[src/rtl/xor_frame_decoder.sv]
// xor_frame_decoder: descrambles XOR-keyed data bytes into a one-entry output
// buffer and checks each frame's trailing plaintext parity byte.
// Optional build macro: XOR_ROLL_KEY_EN (per-byte rotating key, reloaded each frame).
module xor_frame_decoder #(
  parameter int unsigned FRAME_LEN = 4,
  parameter logic [7:0]  KEY       = 8'hA5
) (
  input  logic       clk,
  input  logic       reset,
  input  logic       in_valid,
  output logic       in_ready,
  input  logic [7:0] in_data,
  output logic       out_valid,
  input  logic       out_ready,
  output logic [7:0] out_data,
  output logic       out_last,
  output logic       frame_done,
  output logic       frame_err,
  output logic [7:0] byte_cnt
);

  localparam int unsigned W = 8;
  localparam logic [W-1:0] LAST_IDX = W'(FRAME_LEN - 1);

  typedef enum logic {
    DATA = 1'b0,
    CHK  = 1'b1
  } state_t;

  state_t       state;
  state_t       state_nxt;
  logic [W-1:0] acc;
  logic [W-1:0] acc_nxt;
  logic [W-1:0] out_data_nxt;
  logic [W-1:0] byte_cnt_nxt;
  logic [W-1:0] cur_key;
  logic [W-1:0] plain;
  logic         out_valid_nxt;
  logic         out_last_nxt;
  logic         frame_done_nxt;
  logic         frame_err_nxt;
  logic         accept;

`ifdef XOR_ROLL_KEY_EN
  logic [W-1:0] key_q;
  logic [W-1:0] key_nxt;
  assign cur_key = key_q;
`else
  assign cur_key = KEY;
`endif

  // State register
  always_ff @(posedge clk) begin
    if (reset) begin
      state <= DATA;
    end else begin
      state <= state_nxt;
    end
  end

  // Next-state, handshake and datapath next values
  always_comb begin
    state_nxt      = state;
    acc_nxt        = acc;
    out_valid_nxt  = out_valid;
    out_data_nxt   = out_data;
    out_last_nxt   = out_last;
    byte_cnt_nxt   = byte_cnt;
    frame_done_nxt = 1'b0;
    frame_err_nxt  = frame_err;
    in_ready       = 1'b0;
    accept         = 1'b0;
    plain          = in_data ^ cur_key;
`ifdef XOR_ROLL_KEY_EN
    key_nxt        = key_q;
`endif

    // Drain first; a same-cycle data accept below reloads the buffer
    if (out_valid && out_ready) begin
      out_valid_nxt = 1'b0;
    end

    case (state)
      DATA: begin
        in_ready = !out_valid || out_ready;
        accept   = in_valid && in_ready;
        if (accept) begin
          out_data_nxt  = plain;
          out_valid_nxt = 1'b1;
          acc_nxt       = acc ^ plain;
`ifdef XOR_ROLL_KEY_EN
          key_nxt       = {key_q[W-2:0], key_q[W-1]};
`endif
          if (byte_cnt == LAST_IDX) begin
            out_last_nxt = 1'b1;
            byte_cnt_nxt = '0;
            state_nxt    = CHK;
          end else begin
            out_last_nxt = 1'b0;
            byte_cnt_nxt = byte_cnt + W'(1);
          end
        end
      end
      CHK: begin
        in_ready = 1'b1;
        accept   = in_valid;
        if (accept) begin
          frame_err_nxt  = (acc != in_data);
          frame_done_nxt = 1'b1;
          acc_nxt        = '0;
          state_nxt      = DATA;
`ifdef XOR_ROLL_KEY_EN
          key_nxt        = KEY;
`endif
        end
      end
      default: begin
        state_nxt = DATA;
      end
    endcase
  end

  // Output buffer, parity accumulator and status registers
  always_ff @(posedge clk) begin
    if (reset) begin
      out_valid  <= 1'b0;
      out_data   <= '0;
      out_last   <= 1'b0;
      frame_done <= 1'b0;
      frame_err  <= 1'b0;
      byte_cnt   <= '0;
      acc        <= '0;
    end else begin
      out_valid  <= out_valid_nxt;
      out_data   <= out_data_nxt;
      out_last   <= out_last_nxt;
      frame_done <= frame_done_nxt;
      frame_err  <= frame_err_nxt;
      byte_cnt   <= byte_cnt_nxt;
      acc        <= acc_nxt;
    end
  end

`ifdef XOR_ROLL_KEY_EN
  // Rolling key register, reloaded at reset and at each frame start
  always_ff @(posedge clk) begin
    if (reset) begin
      key_q <= KEY;
    end else begin
      key_q <= key_nxt;
    end
  end
`endif

endmodule

[config.mk]
export PLATFORM = sky130hd
export DESIGN_NAME = xor_frame_decoder
export DESIGN_NICKNAME = d
export VERILOG_FILES = /design/src/rtl/xor_frame_decoder.sv
export SDC_FILE = /design/constraint.sdc
export NUM_CORES = 1
export LEC_CHECK = 0
export ABC_AREA = 0
export CORE_AREA = 3 3 60 62
export DETAILED_ROUTE_END_ITERATION = 7
export DIE_AREA = 0 0 63 65
export PLACE_DENSITY = 0.83
export SETUP_SLACK_MARGIN = 0.05
export SLEW_MARGIN = 20
export SYNTH_ARGS = -nofsm -noshare
export SYNTH_HDL_FRONTEND = slang
export SYNTH_SLANG_ARGS = --single-unit
[constraint.sdc]
create_clock -name clk -period 1.5 [get_ports clk]
set_input_delay 0.3 -clock clk [delete_from_list [all_inputs] [get_ports clk]]
set_output_delay 0.3 -clock clk [all_outputs]
set_load 0.1 [all_outputs]
# Yosys cells after proc, flatten, opt, wreduce, memory -nomap -nowiden
# Index checks and enable logic that the tools add are counted.
# word_totals
input_bits,12
elab_cells,37
reg_bits,29
output_inout_bits,21
# classes
bitwise,3
muxes,13
n_eq_ne,4
n_reduce_logical,8
addsub,1
# ops
op,count
2-to-1 mux 8 bit,3
one-hot mux 8 bit (2 select lines),1
"adder 8 x 1 -> 8 bit, second input constant",1
"equality test 8 x 2 -> 1 bit, second input constant",1
!= test 8 bit,1
XOR 8 bit,1
2-to-1 mux 1 bit,7
AND reduction 2 bit,3
"!= test 2 bit, second input constant",2
NOT 4 bit,1
one-hot mux 1 bit (2 select lines),2
logical AND 1 bit,2
OR reduction 2 bit,1
logical NOT 1 bit,1
logical OR 1 bit,1
NOT 1 bit,1

# Longest topological paths before layout
# logic_depth
ltp_word,5
depth_mapped,5
ltp_nobuf,4

# Least setup slack after synthesis
# No wires, ideal clock.
# synth_timing
path_kind,flip-flop to flip-flop
start,reg out_valid
end,reg acc[7]
n_path_buf,0
slack_ns,-1.075
arrival_ns,2.484
path_stages_with_launch,5
required_ns,1.409
setup_ns,0.091
cell_sequence,dfxtp_1 nor2b_1 nand2b_1 and2_1 a311oi_1
# synth_via
elab_chain_len,5
# synth_rtl
item,line,source
from (decl),13,"output logic out_valid,"
from (signal assigned),134,out_valid <= out_valid_nxt;
logical NOT 1 bit,85,in_ready = !out_valid || out_ready;
logical OR 1 bit,85,
logical AND 1 bit,86,accept = in_valid && in_ready;
!= test 2 bit (no line),n/a,
AND reduction 2 bit (no line),n/a,
to (signal assigned),140,acc <= acc_nxt;
to (decl),32,logic [W-1:0] acc;
# No other way between the ends.
# A chain may end at the register's enable or synchronous reset.

# Final worst setup path
# Same ends and word-level chain as after synthesis.

==> out/results.ini <==
[synth]
syn_nets = 170
ys_top_cells_by_area = dfxtp_1 (44%), a21oi_1 (6.1%), xnor2_1 (6.0%)
synth_flop_cell = dfxtp_1
synth_top_cell_area_share_pct = 44.40
ys_ff_latch = 29
ys_seq_area_share_pct = 44.40
syn_area_per_cell_um2 = 8.328
netlist_area_um2 = 1308
syn-instance-count = 157
synth_edf_count = 0
yosysWarningCount = 0
yosys.area.top_type = dfxtp_1
synthArstFlopShare_pct = 0
ys_types = 31

[placement]
numPortBuffers = 32
placed_cell_area_um2 = 2130
dp_hpwl_um = 2627
gp_congestion = 0.7982
dp_cells = 248

[die]
rows = 20
start_util_pct = 42.48
fp.dieH_um = 65
core_um2 = 3078
die_w_um = 63
die_area_um2 = 4095
io_pins = 33

[clock_tree]
path_clk_slew_ns = 0.09
clk_latency_ns = 0.33
h-tree-depth = 2
cts_buffers = 5
cts_root_buf = clkbuf_4
cts_buffer_depth = 2
cts_tree = done
clkSinkCount = 29
hold_buffers = 0

[detailed_routing]
wl_met3_um = 198
wl_per_cell_um = 14.65
postRouteAntennaNets = 0
vias = 1395
viasPerCell = 5.324
top_layer = met4
drt-total-wl_um = 3838
drt_pre_antenna_iters = 4
drt-met1-wl_um = 1586
drtIter0Drc = 76
dr_wl_met2_um = 1942
route.detailed.drc = 0

[layout]
fin_area_um2 = 2288
final_cell_mix = buf_4 (27), buf_12 (21), dfxtp_1 (19)
layout-drive-gt1-share_pct = 37.61
synthToLayoutAreaGrowth_pct = 75.02
final_common_cell = buf_4
antenna_cells = 0
layout.nets = 230
finalNonFillerCells = 262

[global_routing]
grt_overflow = 0
antenna_found_initial = 0
grt_pass1_vias = 1380
track_usage_pct = 19.96
grt_max_degree = 23
grt_pass1_wl_um = 6341

[worst_setup_path]
crit_path_end_kind = register
startpoint_type = register
critPathRequiredTime_ns = 1.75
path_class = reg2reg
critPathMaxFanout = 8
arrival_ns = 1.70

[worst_hold_path]
hold_path.class = reg2reg

[timing]
drv_slew = 0
final.min_clock_period_ns = 1.451
hold_viol = 0
rsz0062_at_grt = true
setup_viol = 0
fmax_mhz = 689.2
layout_worst_path_cycle_share_pct = 96.73
skew_ns = 0.004240
slew_headroom_pct = 81.55
tightest_slew_ns = 0.2742

[run]
drv_cap = 0

[power]
vdd_drop_max_uv = 682.0
power_switching_w = 0.0006211
seq_power_share_pct = 41.2
pwr-share-clk_pct = 33.6
swShare_pct = 30.69
power_leakage_nw = 0.8488
comb_power_share_pct = 25.2
p_int_w = 0.001403
power_per_cell_area_nw_per_um2 = 884.3

[outcome]
outcome = complete, no violations

what timing repair did:
action / 4_1_cts / 5_1_grt
gates cloned: 0 / 1
endpoints found under the setup margin: 6 / 13
setup buffers: 2 / 3
hold endpoints to repair: 0 / 0
pin swaps: 0 / 1
resized for setup: 2 / 8
per-layer routing:
layer	vias to the layer above	GRT usage, %
met4	0	12.40
li1	675	-
met2	48	33.86
met5	-	0
met3	13	5.546
met1	659	22.06
state kept, by name, indices dropped and copies added, names as in the netlist:
register	flops
byte_cnt	8
out_valid	1
state	1
out_last	1
frame_done	1
acc	8
frame_err	1
out_data	8
worst max-delay path, cell delays in order, from the launching register on:
cell	delay, ns
dfxtp_4	0.35
nor2b_4	0.14
buf_4	0.16
buf_4	0.16
nor3_1	0.23
nor2_1	0.09
a311oi_1	0.23
cells by family (layout without fill, tap and decap cells):
logic type	after synthesis	in the layout	synth area share, %
simple gates	78	78	30.91
compound gates	29	29	12.82
flops	29	29	44.40
xor+xnor	11	11	7.369
buf+inv	8	69	2.679
fa+ha+maj	1	1	0.9568
mux	1	1	0.8612
layout make-up:
class,count,area [um2]
Fill cell,223,789.5
Clock inverter,1,30.03
Clock buffer,7,55.05
Timing Repair Buffer,60,735.7
Inverter,1,3.754
Sequential cell,29,615.6
Multi-Input combinational cell,120,793.3
Tap cell,44,55.05
power by group through the flow:
stage          clock (W)  sequential [W]  combinational, W
2_1_floorplan          0        0.000987          0.000141
6_report        0.000680        0.000834          0.000509
5_1_grt         0.000732        0.000839          0.000538
4_1_cts         0.000688        0.000833          0.000498
3_3_place_gp           0        0.000850          0.000476
3_5_place_dp           0        0.000853          0.000488
final timing paths:
check | end | cells past startpoint | slack [ns] | startpoint
setup / recovery | acc[7] | 6 | 0.05 | out_valid
hold / removal | out_data[4] | 2 | 0.49 | out_data[4]
setup reg to reg | acc[7] | 6 | 0.05 | out_valid
hold reg to reg | out_data[4] | 2 | 0.49 | out_data[4]
metrics by stage:
| step | power, W | util (%) | hold slack, ns | setup TNS [ns] | worst slack (ns) |
|---|---|---|---|---|---|
| floorplan | 0.001128 | - | 0.3957 | -0.04369 | -0.01093 |
| global placement | 0.001326 | 69.19 | 0.4752 | -4.232 | -0.2907 |
| detailed placement | 0.001341 | 69.19 | 0.4832 | -5.396 | -0.3329 |
| CTS | 0.002019 | 72.36 | 0.4959 | 0 | 0.05093 |
| global route | 0.002109 | 74.35 | 0.5308 | -0.06461 | -0.06461 |
| finish | 0.002024 | 74.35 | 0.4939 | 0 | 0.04901 |
synth_stat cells (all sizes together), types with 4 or more instances:
library cell / n
dfxtp: 29
nor3: 11
o21ai: 6
nand3b: 5
a21oi: 16
xnor2: 9
nand2b: 4
buf: 5
a311oi: 4
nand3: 7
nor2: 15
nand2: 19
Note: power is estimated with default switching activity, not from simulation.
